[config.mk]
export PLATFORM = sky130hd
export DESIGN_NAME = decoder_rr_arbiter_flat
export DESIGN_NICKNAME = d
export VERILOG_FILES = /design/src/rtl/decoder_rr_arbiter_pkg.sv /design/src/rtl/decoder_rr_arbiter_if.sv /design/src/rtl/decoder_rr_arbiter_rr_pick.sv /design/src/rtl/decoder_rr_arbiter.sv /design/src/flat_wrapper.sv
export SDC_FILE = /design/constraint.sdc
export NUM_CORES = 1
export LEC_CHECK = 0
export ABC_AREA = 1
export CAP_MARGIN = 20
export CORE_MARGIN = 8
export CORE_UTILIZATION = 31
export DETAILED_ROUTE_END_ITERATION = 10
export GPL_TIMING_DRIVEN = 0
export RECOVER_POWER = 50
export SKIP_CTS_REPAIR_TIMING = 1
export SYNTH_ARGS = -nofsm -noshare
export SYNTH_HDL_FRONTEND = slang
export SYNTH_SLANG_ARGS = --single-unit
[constraint.sdc]
create_clock -name sys_clk -period 2.35 [get_ports sys_clk]
set_clock_uncertainty 0.05 [all_clocks]
set_input_delay 0.47 -clock sys_clk [delete_from_list [all_inputs] [get_ports sys_clk]]
set_output_delay 0.47 -clock sys_clk [all_outputs]
set_load 0.01 [all_outputs]
[src/rtl/decoder_rr_arbiter_pkg.sv]
// Shared constants and FSM encoding for the decoder round-robin arbiter
// and the rotating-priority pick logic.
package decoder_arb_pkg;

  localparam int NUM_CH = 8;
  localparam int IDX_W  = 3;

  // 2'd3 is unused and recovers to ST_IDLE.
  typedef enum logic [1:0] {
    ST_IDLE  = 2'd0,
    ST_GRANT = 2'd1,
    ST_GAP   = 2'd2
  } state_t;

endpackage

[src/rtl/decoder_rr_arbiter_if.sv]
// Request/grant bundle between the requesters (master) and the arbiter (slave).
// The sel_* lines drive the 3-to-8 decoder inputs directly.
interface decoder_rr_arbiter_if;
  import decoder_arb_pkg::*;

  logic [NUM_CH-1:0] req;
  logic              grant_valid;
  logic [IDX_W-1:0]  grant_idx;
  logic              sel_1;
  logic              sel_2;
  logic              sel_3;
  logic              timeout;

  modport master (
    output req,
    input  grant_valid, grant_idx, sel_1, sel_2, sel_3, timeout
  );

  modport slave (
    input  req,
    output grant_valid, grant_idx, sel_1, sel_2, sel_3, timeout
  );

endinterface

[src/rtl/decoder_rr_arbiter_rr_pick.sv]
// Combinational rotating-priority encoder: returns the first requesting
// channel found when searching ptr, ptr+1, ... modulo NUM_CH.
module rr_pick
  import decoder_arb_pkg::*;
(
  input  logic [NUM_CH-1:0] req,
  input  logic [IDX_W-1:0]  ptr,
  output logic [IDX_W-1:0]  pick,
  output logic              any
);

  logic [2*NUM_CH-1:0] req_dbl;
  logic [NUM_CH-1:0]   req_rot;

  // Rotating right by ptr puts channel ptr at bit 0, so the lowest set bit
  // of req_rot is the winner's offset from ptr.
  assign req_dbl = {req, req} >> ptr;
  assign req_rot = req_dbl[NUM_CH-1:0];
  assign any     = |req;

  always_comb begin
    // NOTE: pick gets a default before the search so every path assigns it
    // and no latch is inferred.
    pick = ptr;
    for (int i = NUM_CH - 1; i >= 0; i--) begin
      if (req_rot[i]) pick = ptr + IDX_W'(i);
    end
  end

endmodule

[src/rtl/decoder_rr_arbiter.sv]
// Round-robin arbiter sharing one 3-to-8 decoder between eight requesters,
// with bounded hold time and a one-cycle break-before-make gap.
module decoder_rr_arbiter
  import decoder_arb_pkg::*;
#(
  parameter int MAX_HOLD = 16
) (
  input  logic                 sys_clk,
  input  logic                 sys_rst_n,
  decoder_rr_arbiter_if.slave  bus
);

  localparam logic [7:0] HOLD_LAST = 8'(MAX_HOLD - 1);

  state_t           state;
  logic [IDX_W-1:0] ptr;
  logic [IDX_W-1:0] pick;
  logic             any;
  logic [7:0]       hold_cnt;
  logic [IDX_W-1:0] grant_idx_q;
  logic             grant_valid_q;
  logic             timeout_q;

  rr_pick u_rr_pick (
    .req  (bus.req),
    .ptr  (ptr),
    .pick (pick),
    .any  (any)
  );

  // NOTE: all state here is plain flops updated with non-blocking
  // assignments, so every register reads its pre-edge value and is reset.
  always_ff @(posedge sys_clk or negedge sys_rst_n) begin
    if (!sys_rst_n) begin
      state         <= ST_IDLE;
      ptr           <= '0;
      hold_cnt      <= '0;
      grant_idx_q   <= '0;
      grant_valid_q <= 1'b0;
      timeout_q     <= 1'b0;
    end else begin
      timeout_q <= 1'b0;
      unique case (state)
        ST_IDLE: begin
          grant_valid_q <= 1'b0;
          if (any) begin
            grant_idx_q   <= pick;
            grant_valid_q <= 1'b1;
            hold_cnt      <= '0;
            state         <= ST_GRANT;
          end
        end

        ST_GRANT: begin
          // A release and a hold-limit expiry end the grant identically;
          // only an expiry with the request still high reports timeout.
          if (!bus.req[grant_idx_q] || hold_cnt == HOLD_LAST) begin
            grant_valid_q <= 1'b0;
            ptr           <= grant_idx_q + 1'b1;
            timeout_q     <= bus.req[grant_idx_q];
            state         <= ST_GAP;
          end else begin
            hold_cnt <= hold_cnt + 8'd1;
          end
        end

        ST_GAP: begin
          if (any) begin
            grant_idx_q   <= pick;
            grant_valid_q <= 1'b1;
            hold_cnt      <= '0;
            state         <= ST_GRANT;
          end else begin
            state <= ST_IDLE;
          end
        end

        default: begin
          grant_valid_q <= 1'b0;
          state         <= ST_IDLE;
        end
      endcase
    end
  end

  assign bus.grant_valid = grant_valid_q;
  assign bus.grant_idx   = grant_idx_q;
  assign bus.sel_1       = grant_idx_q[2];
  assign bus.sel_2       = grant_idx_q[1];
  assign bus.sel_3       = grant_idx_q[0];
  assign bus.timeout     = timeout_q;

endmodule

[src/flat_wrapper.sv]
// flat-port wrapper written by rule: the top's interface ports become plain ports
module decoder_rr_arbiter_flat import decoder_arb_pkg::*;
#(
  parameter int MAX_HOLD = 16
)
  (sys_clk, sys_rst_n, bus_req, bus_grant_valid, bus_grant_idx, bus_sel_1, bus_sel_2, bus_sel_3, bus_timeout);
  decoder_rr_arbiter_if bus_i ();
  input  logic sys_clk;
  input  logic sys_rst_n;
  input wire logic [$bits(bus_i.req)-1:0] bus_req;
  output wire logic [$bits(bus_i.grant_valid)-1:0] bus_grant_valid;
  output wire logic [$bits(bus_i.grant_idx)-1:0] bus_grant_idx;
  output wire logic [$bits(bus_i.sel_1)-1:0] bus_sel_1;
  output wire logic [$bits(bus_i.sel_2)-1:0] bus_sel_2;
  output wire logic [$bits(bus_i.sel_3)-1:0] bus_sel_3;
  output wire logic [$bits(bus_i.timeout)-1:0] bus_timeout;
  assign bus_i.req = bus_req;
  assign bus_grant_valid = bus_i.grant_valid;
  assign bus_grant_idx = bus_i.grant_idx;
  assign bus_sel_1 = bus_i.sel_1;
  assign bus_sel_2 = bus_i.sel_2;
  assign bus_sel_3 = bus_i.sel_3;
  assign bus_timeout = bus_i.timeout;
  decoder_rr_arbiter #(.MAX_HOLD(MAX_HOLD)) u_core (.sys_clk(sys_clk), .sys_rst_n(sys_rst_n), .bus(bus_i));
endmodule
* Word level (Yosys, flattened, before mapping)
Index checks and enable logic that the tools add are counted.
** Storage, ports and cells
- Register bits :: 18
- Latch bits :: 0
- RAM bits :: 0
- Memory bits (read-only) :: 0
- Bits of input ports :: 10
- Output and inout port bits :: 8
- Logic and storage cells :: 59
- Memories kept :: 0
** Cells by class
- Add/sub/neg operators :: 9
- Multiply operators :: 0
- Div/mod/pow operators :: 0
- Magnitude comparators :: 1
- Equal/unequal tests :: 8
- Shifts and indexed selects :: 1
- Multiplexer cells :: 23
- Bitwise operators :: 0
- Reduce and logical (&&, ||, !) cells :: 11
** Operators with widths (number)
- two-way mux 3 bit :: 8
- two-way mux 8 bit :: 2
- case mux 8 bit (2 select lines) :: 1
- >> shifter 16 x 3 -> 8 bit :: 1
- adder 3 bit (second input constant) :: 4
- adder 8 x 1 -> 8 bit (second input constant) :: 1
- equality test 8 x 4 -> 1 bit (second input constant) :: 1
- != test 2 x 1 -> 1 bit (second input constant) :: 4
- AND reduction 2 bit :: 4
- OR reduction 8 bit :: 1
- two-way mux 1 bit :: 7
- adder 3 x 1 -> 3 bit (second input constant) :: 2
- adder 3 x 2 -> 3 bit (second input constant) :: 2
- case mux 2 bit (3 select lines) :: 1
- < comparator 3 x 4 -> 1 bit (second input constant) :: 1
- two-way mux 2 bit :: 2
- binary-select mux 1 bit (select 3 bit) :: 1
- case mux 1 bit (3 select lines) :: 1
- AND reduction 3 bit :: 1
- equality test 2 x 1 -> 1 bit (second input constant) :: 1
- equality test 2 bit (second input constant) :: 1
- logical NOT 2 bit :: 1
- != test 2 bit (second input constant) :: 1
- nonzero test 2 bit :: 1
- 3 further kinds :: 3

* Longest topological paths before layout
- Word-level depth :: 9
- Depth in mapped cells :: 16
- Depth with buffers taken out :: 16

* Modules after synthesis
Synthesis repeated with hierarchy kept, for this count alone.
** Second synthesis, totals
- Cells, all modules :: 253
- Area total of the unflattened synthesis :: 1716.6 µm²
** Modules (own cells, without submodules)
- decoder_rr_arbiter :: instances 1, cells each 128, area an instance 992.2 µm², seq. area each 450.4 µm²
- rr_pick :: instances 1, cells each 125, area an instance 724.4 µm², seq. area each 0.0 µm²

* Worst setup path after synthesis
OpenSTA, ideal clock, no wires.
- Kind :: reg-to-reg
- Start :: register u_core.ptr[1]
- End :: register u_core.grant_idx_q[2], in the netlist u_core.bus.grant_idx[2]
- Library setup time :: 0.073 ns
- Data arrival time :: 1.534 ns
- Required time :: 2.227 ns
- Slack :: 0.693 ns
- Cell stages (with the launch flop) :: 15
- Buffers on the path :: 1
- Period minus slack after synthesis :: 1.657 ns
- Cells stage by stage :: dfrtp_1 inv_2 buf_6 ha_1 xor2_1 nand2_1 nand2_1 nand2_1 nand3_1 nand2_1 nand2_1 nand2_1 nand2_1 nand2_1 a21oi_2
** Between the ends
- Word-level cells in the longest chain between the ends :: 9
- Elaborated cells on any way between the ends :: 16
- Classes of those cells :: add/sub: 7; shift: 1; mux: 8
** Ends and longest elaborated chain
- start, declared :: RTL line decoder_rr_arbiter.sv:16 : logic [IDX_W-1:0] ptr;
- start signal, assigned :: RTL line decoder_rr_arbiter.sv:59 : ptr <= grant_idx_q + 1'b1;
- adder 3 bit or >> shifter 16 x 3 -> 8 bit (tied branches) :: RTL line decoder_rr_arbiter_rr_pick.sv:26, decoder_rr_arbiter_rr_pick.sv:17
- two-way mux 3 bit (7 in a row) :: RTL line decoder_rr_arbiter_rr_pick.sv:26 : if (req_rot[i]) pick = ptr + IDX_W'(i);
- two-way mux 3 bit * :: RTL line decoder_rr_arbiter_rr_pick.sv:26
- end signal, assigned :: RTL line decoder_rr_arbiter.sv:47 : grant_idx_q <= pick;
- end signal, assigned :: RTL line decoder_rr_arbiter.sv:69 : grant_idx_q <= pick;
- end, declared :: RTL line decoder_rr_arbiter.sv:20 : logic [IDX_W-1:0] grant_idx_q;
Mark *: on every way between the ends. The rest lies on a longest branch, timed or not.
A chain may end at the register's enable or synchronous reset.

* Worst setup path after layout
- Start :: input port bus_req[2]
- End :: register u_core.hold_cnt[4]
** Between the ends
- Word-level cells in the longest chain between the ends :: 6
- Elaborated cells on any way between the ends :: 8
- Classes of those cells :: eq/ne: 2; mux: 2; reduce/logical: 4
** Ends and longest elaborated chain
- start, declared :: RTL line flat_wrapper.sv:10 : input wire logic [$bits(bus_i.req)-1:0] bus_req;
- binary-select mux 1 bit (select 3 bit) :: RTL line decoder_rr_arbiter.sv:57 : if (!bus.req[grant_idx_q] || hold_cnt == HOLD_LAST) begin
- two-way mux 1 bit (implied by the code) :: RTL line decoder_rr_arbiter.sv:57
- logical NOT 1 bit :: RTL line decoder_rr_arbiter.sv:57
- logical OR 1 bit :: RTL line decoder_rr_arbiter.sv:57
- != test 2 bit (no line)
- AND reduction 3 bit (no line) *
- end signal, assigned :: RTL line decoder_rr_arbiter.sv:63 : hold_cnt <= hold_cnt + 8'd1;
- end, declared :: RTL line decoder_rr_arbiter.sv:19 : logic [7:0] hold_cnt;
Mark *: on every way between the ends. The rest lies on a longest branch, timed or not. The select of a mux whose other input is x is not followed.

==> impl_metrics.json <==
{
  "worstMarginPinSlew_ns": 0.811,
  "finalMaxSlewViolations": 0,
  "grt_first_pass_wirelength_um": 6830,
  "power_leakage_nw": 0.962,
  "regToRegSetupSlack_ns": 0.42,
  "hold_start": "u_core.bus.grant_valid",
  "path_clk_slew_ns": 0.07,
  "yosysTopAreaCellShare_pct": 27.4,
  "fill_cells": 536,
  "vias": 1565,
  "drt_iter0_drc": 89,
  "fmax_mhz": 485,
  "cts_max_level": 1,
  "critPathMaxFanout": 8,
  "routed_wl_um": 3920,
  "fin_util_pct": 38.4,
  "ant_nets": 0,
  "power.total_mw": 2.86,
  "area_growth_pct": 19.0,
  "status": "complete, no violations",
  "yosysWarnings": 0,
  "clockRootBuffer": "clkbuf_8",
  "arrival_ns": 2.15,
  "portBuffers": 17,
  "worstPathCellList": "dlygate4sd3_1 -> inv_1 -> o21ai_1 -> nand2_1 -> a21o_1 -> nand2_2 -> nand3_2 -> nand2_4 -> nand2_4 -> nor3_1 -> nor3b_2",
  "drc": 0,
  "cts_sinks": 18,
  "path_delay_family": "buffers and inverters",
  "syn_nets": 255,
  "rsz0062_at_grt": "false",
  "worstPathRequired_ns": 2.44,
  "fin_setup_tns_ns": 0,
  "powerDensity_mw_per_mm2": 1460,
  "cts.path.max_buffers": 2,
  "max-cap-violations": 0,
  "critPathKind": "primary input to register",
  "nNetsFinal": 277,
  "die_h_um": 88.9,
  "stdcell_count": 332,
  "syn-mean-instance-area_um2": 6.83,
  "cts_made_buffers": 3,
  "ir_worst_vdd_v": 0.000403,
  "path_buf_inv": 2,
  "gp_congestion": 0.818,
  "ys_seq_area_share_pct": 27.4,
  "hold_viol": 0,
  "die_x_um": 88.9,
  "first_pass_iters": 4,
  "coreArea_mm2": 0.00511,
  "min_period_ns": 2.06,
  "min_path_cells": 2,
  "yosysUniqueCellTypes": 30,
  "grt_pass1_vias": 1470,
  "dp_cells": 328,
  "setup_violations": 0,
  "worstReg2RegStart": "u_core.ptr[1]",
  "syn_inst": 241,
  "mostFrequentLayoutCells": "nand2_1 (79), inv_1 (23), nand3_1 (23), dfrtp_1 (18), clkdlybuf4s50_1 (12)",
  "finalCritPeriodShare_pct": 87.7,
  "endpoint_kind": "register",
  "cts_tree": "done",
  "rr_endpoint": "u_core.bus.grant_idx[2]",
  "startpoint_type": "primary input",
  "netlist_top_cells_area": "dfrtp_1 (27%), nand2_1 (18%), nand3_1 (7.0%)",
  "viasPerCell": 4.71,
  "slowest_stage": "dlygate4sd3_1",
  "rr_worst_depth": 14,
  "mostFrequentLayoutCell": "nand2_1",
  "cpMostUsedCell": "nand2_4",
  "hold_path_class": "register to register",
  "grt_use_total_pct": 10.8,
  "yosysTopAreaCell": "dfrtp_1",
  "worst_slew_margin_rel_pct": 45.8,
  "grt-ovfl-total": 0,
  "initial_core_util_pct": 32.2,
  "syn-cell-area_mm2": 0.00165,
  "clock_latency_ns": 0.25,
  "die_area_mm2": 0.00790,
  "min_to": "u_core.bus.grant_valid",
  "grt_max_degree": 19,
  "ios": 18,
  "wl_per_cell_um": 11.8,
  "ys_seq_elements": 18,
  "antenna_found_initial": 0,
  "dp_hpwl_um": 3110,
  "slowest_delay_ns": 0.65,
  "layout-drive-gt1-share_pct": 17.6,
  "antennaDiodeCount": 0,
  "fp-row-count": 26
}
-- layout make-up --
class | count | area [µm²] | share of cell area, %
Buffer | 9 | 77.6 | 3.96
Clock buffer | 4 | 55.1 | 2.81
Inverter | 30 | 113 | 5.75
Multi-Input combinational cell | 184 | 1010 | 51.3
Sequential cell | 18 | 450 | 23.0
Tap cell | 70 | 87.6 | 4.47
Timing Repair Buffer | 17 | 170 | 8.68
-- state kept, by name, indices dropped and copies added, names as in the netlist --
| signal | count |
|---|---|
| u_core.bus.grant_valid | 1 |
| u_core.state | 2 |
| u_core.bus.timeout | 1 |
| u_core.hold_cnt | 8 |
| u_core.ptr | 3 |
| u_core.bus.grant_idx | 3 |
-- per-layer routing --
metal | up-vias | GRT usage [%] | share of wire (%)
li1 | 832 | - | -
met1 | 702 | 15.3 | 53
met2 | 29 | 15.5 | 40
met3 | 2 | 3.34 | 5.9
met4 | 0 | 2.15 | 0.61
met5 | - | 0 | 0
-- worst reg2reg max path, delay by kind of cell, from the launching register on --
| kind | cells | cell delay, ns |
|---|---|---|
| and+or+nand+nor | 9 | 0.51 |
| DFF | 1 | 0.46 |
| xor gates and xnor gates | 1 | 0.28 |
| buffers and inverters | 2 | 0.27 |
| adders and majority gates | 1 | 0.17 |
| AOI/OAI and AO/OA | 1 | 0.11 |
-- logic make-up (layout without fill, tap and decap cells) --
family / count (synthesis) / count (layout) / share of synthesized area [%]
simple gates: 138 / 138 / 40.6
buf+inv: 39 / 60 / 11.6
compound gates: 34 / 34 / 13.2
flops: 18 / 18 / 27.4
xor+xnor: 8 / 8 / 4.26
fa+ha+maj: 4 / 4 / 3.04
-- through the flow --
step | setup WS (ns) | instance area [µm²] | hold slack, ns
2_1_floorplan | 0.693 | 1650 | 0.124
3_5_place_dp | 0.0647 | 1900 | 0.412
5_1_grt | 0.0900 | 1960 | 0.443
4_1_cts | 0.321 | 1960 | 0.438
3_3_place_gp | 0.0714 | 1900 | 0.408
6_report | 0.288 | 1960 | 0.427
-- cell usage after synthesis --
| cell | count |
|---|---|
| nand2_1 | 79 |
| inv_1 | 23 |
| nand3_1 | 23 |
| dfrtp_1 | 18 |
| nand3_2 | 10 |
| a21oi_1 | 8 |
| nor2_1 | 8 |
| inv_2 | 7 |
| nand2_2 | 7 |
| o21ai_0 | 6 |
| xor2_1 | 6 |
| buf_6 | 4 |
| ha_1 | 4 |
| nor4_1 | 4 |
| o21ai_1 | 4 |
| o21ai_2 | 4 |
| buf_4 | 3 |
| o211ai_1 | 3 |
| o31ai_1 | 3 |
| a21oi_2 | 2 |
| buf_2 | 2 |
| nand2_4 | 2 |
| nand4_1 | 2 |
| nor3_1 | 2 |
| xnor2_1 | 2 |
| a2111oi_0 | 1 |
| a21boi_0 | 1 |
| a21o_1 | 1 |
| a31oi_1 | 1 |
| nor3b_2 | 1 |
-- report_power, final --
group | switching [mW] | internal [mW] | leakage, nW
Combinational | 1.27 | 0.805 | 0.702
Clock | 0.101 | 0.149 | 0.0288
Sequential | 0.124 | 0.412 | 0.232
-- how the worst max path moves through the flow --
stage	start	endpoint	slack (ns)	cells after the start
5_1_grt	bus_req[4]	u_core.hold_cnt[3]	0.09	8
6_report	bus_req[2]	u_core.hold_cnt[4]	0.29	11
2_1_floorplan	u_core.ptr[1]	u_core.bus.grant_idx[2]	0.69	14
4_1_cts	bus_req[4]	u_core.hold_cnt[3]	0.32	8
3_5_place_dp	bus_req[4]	u_core.hold_cnt[3]	0.06	8
3_3_place_gp	bus_req[4]	u_core.hold_cnt[3]	0.07	8
No activity file was read; power rests on OpenSTA's default activity.
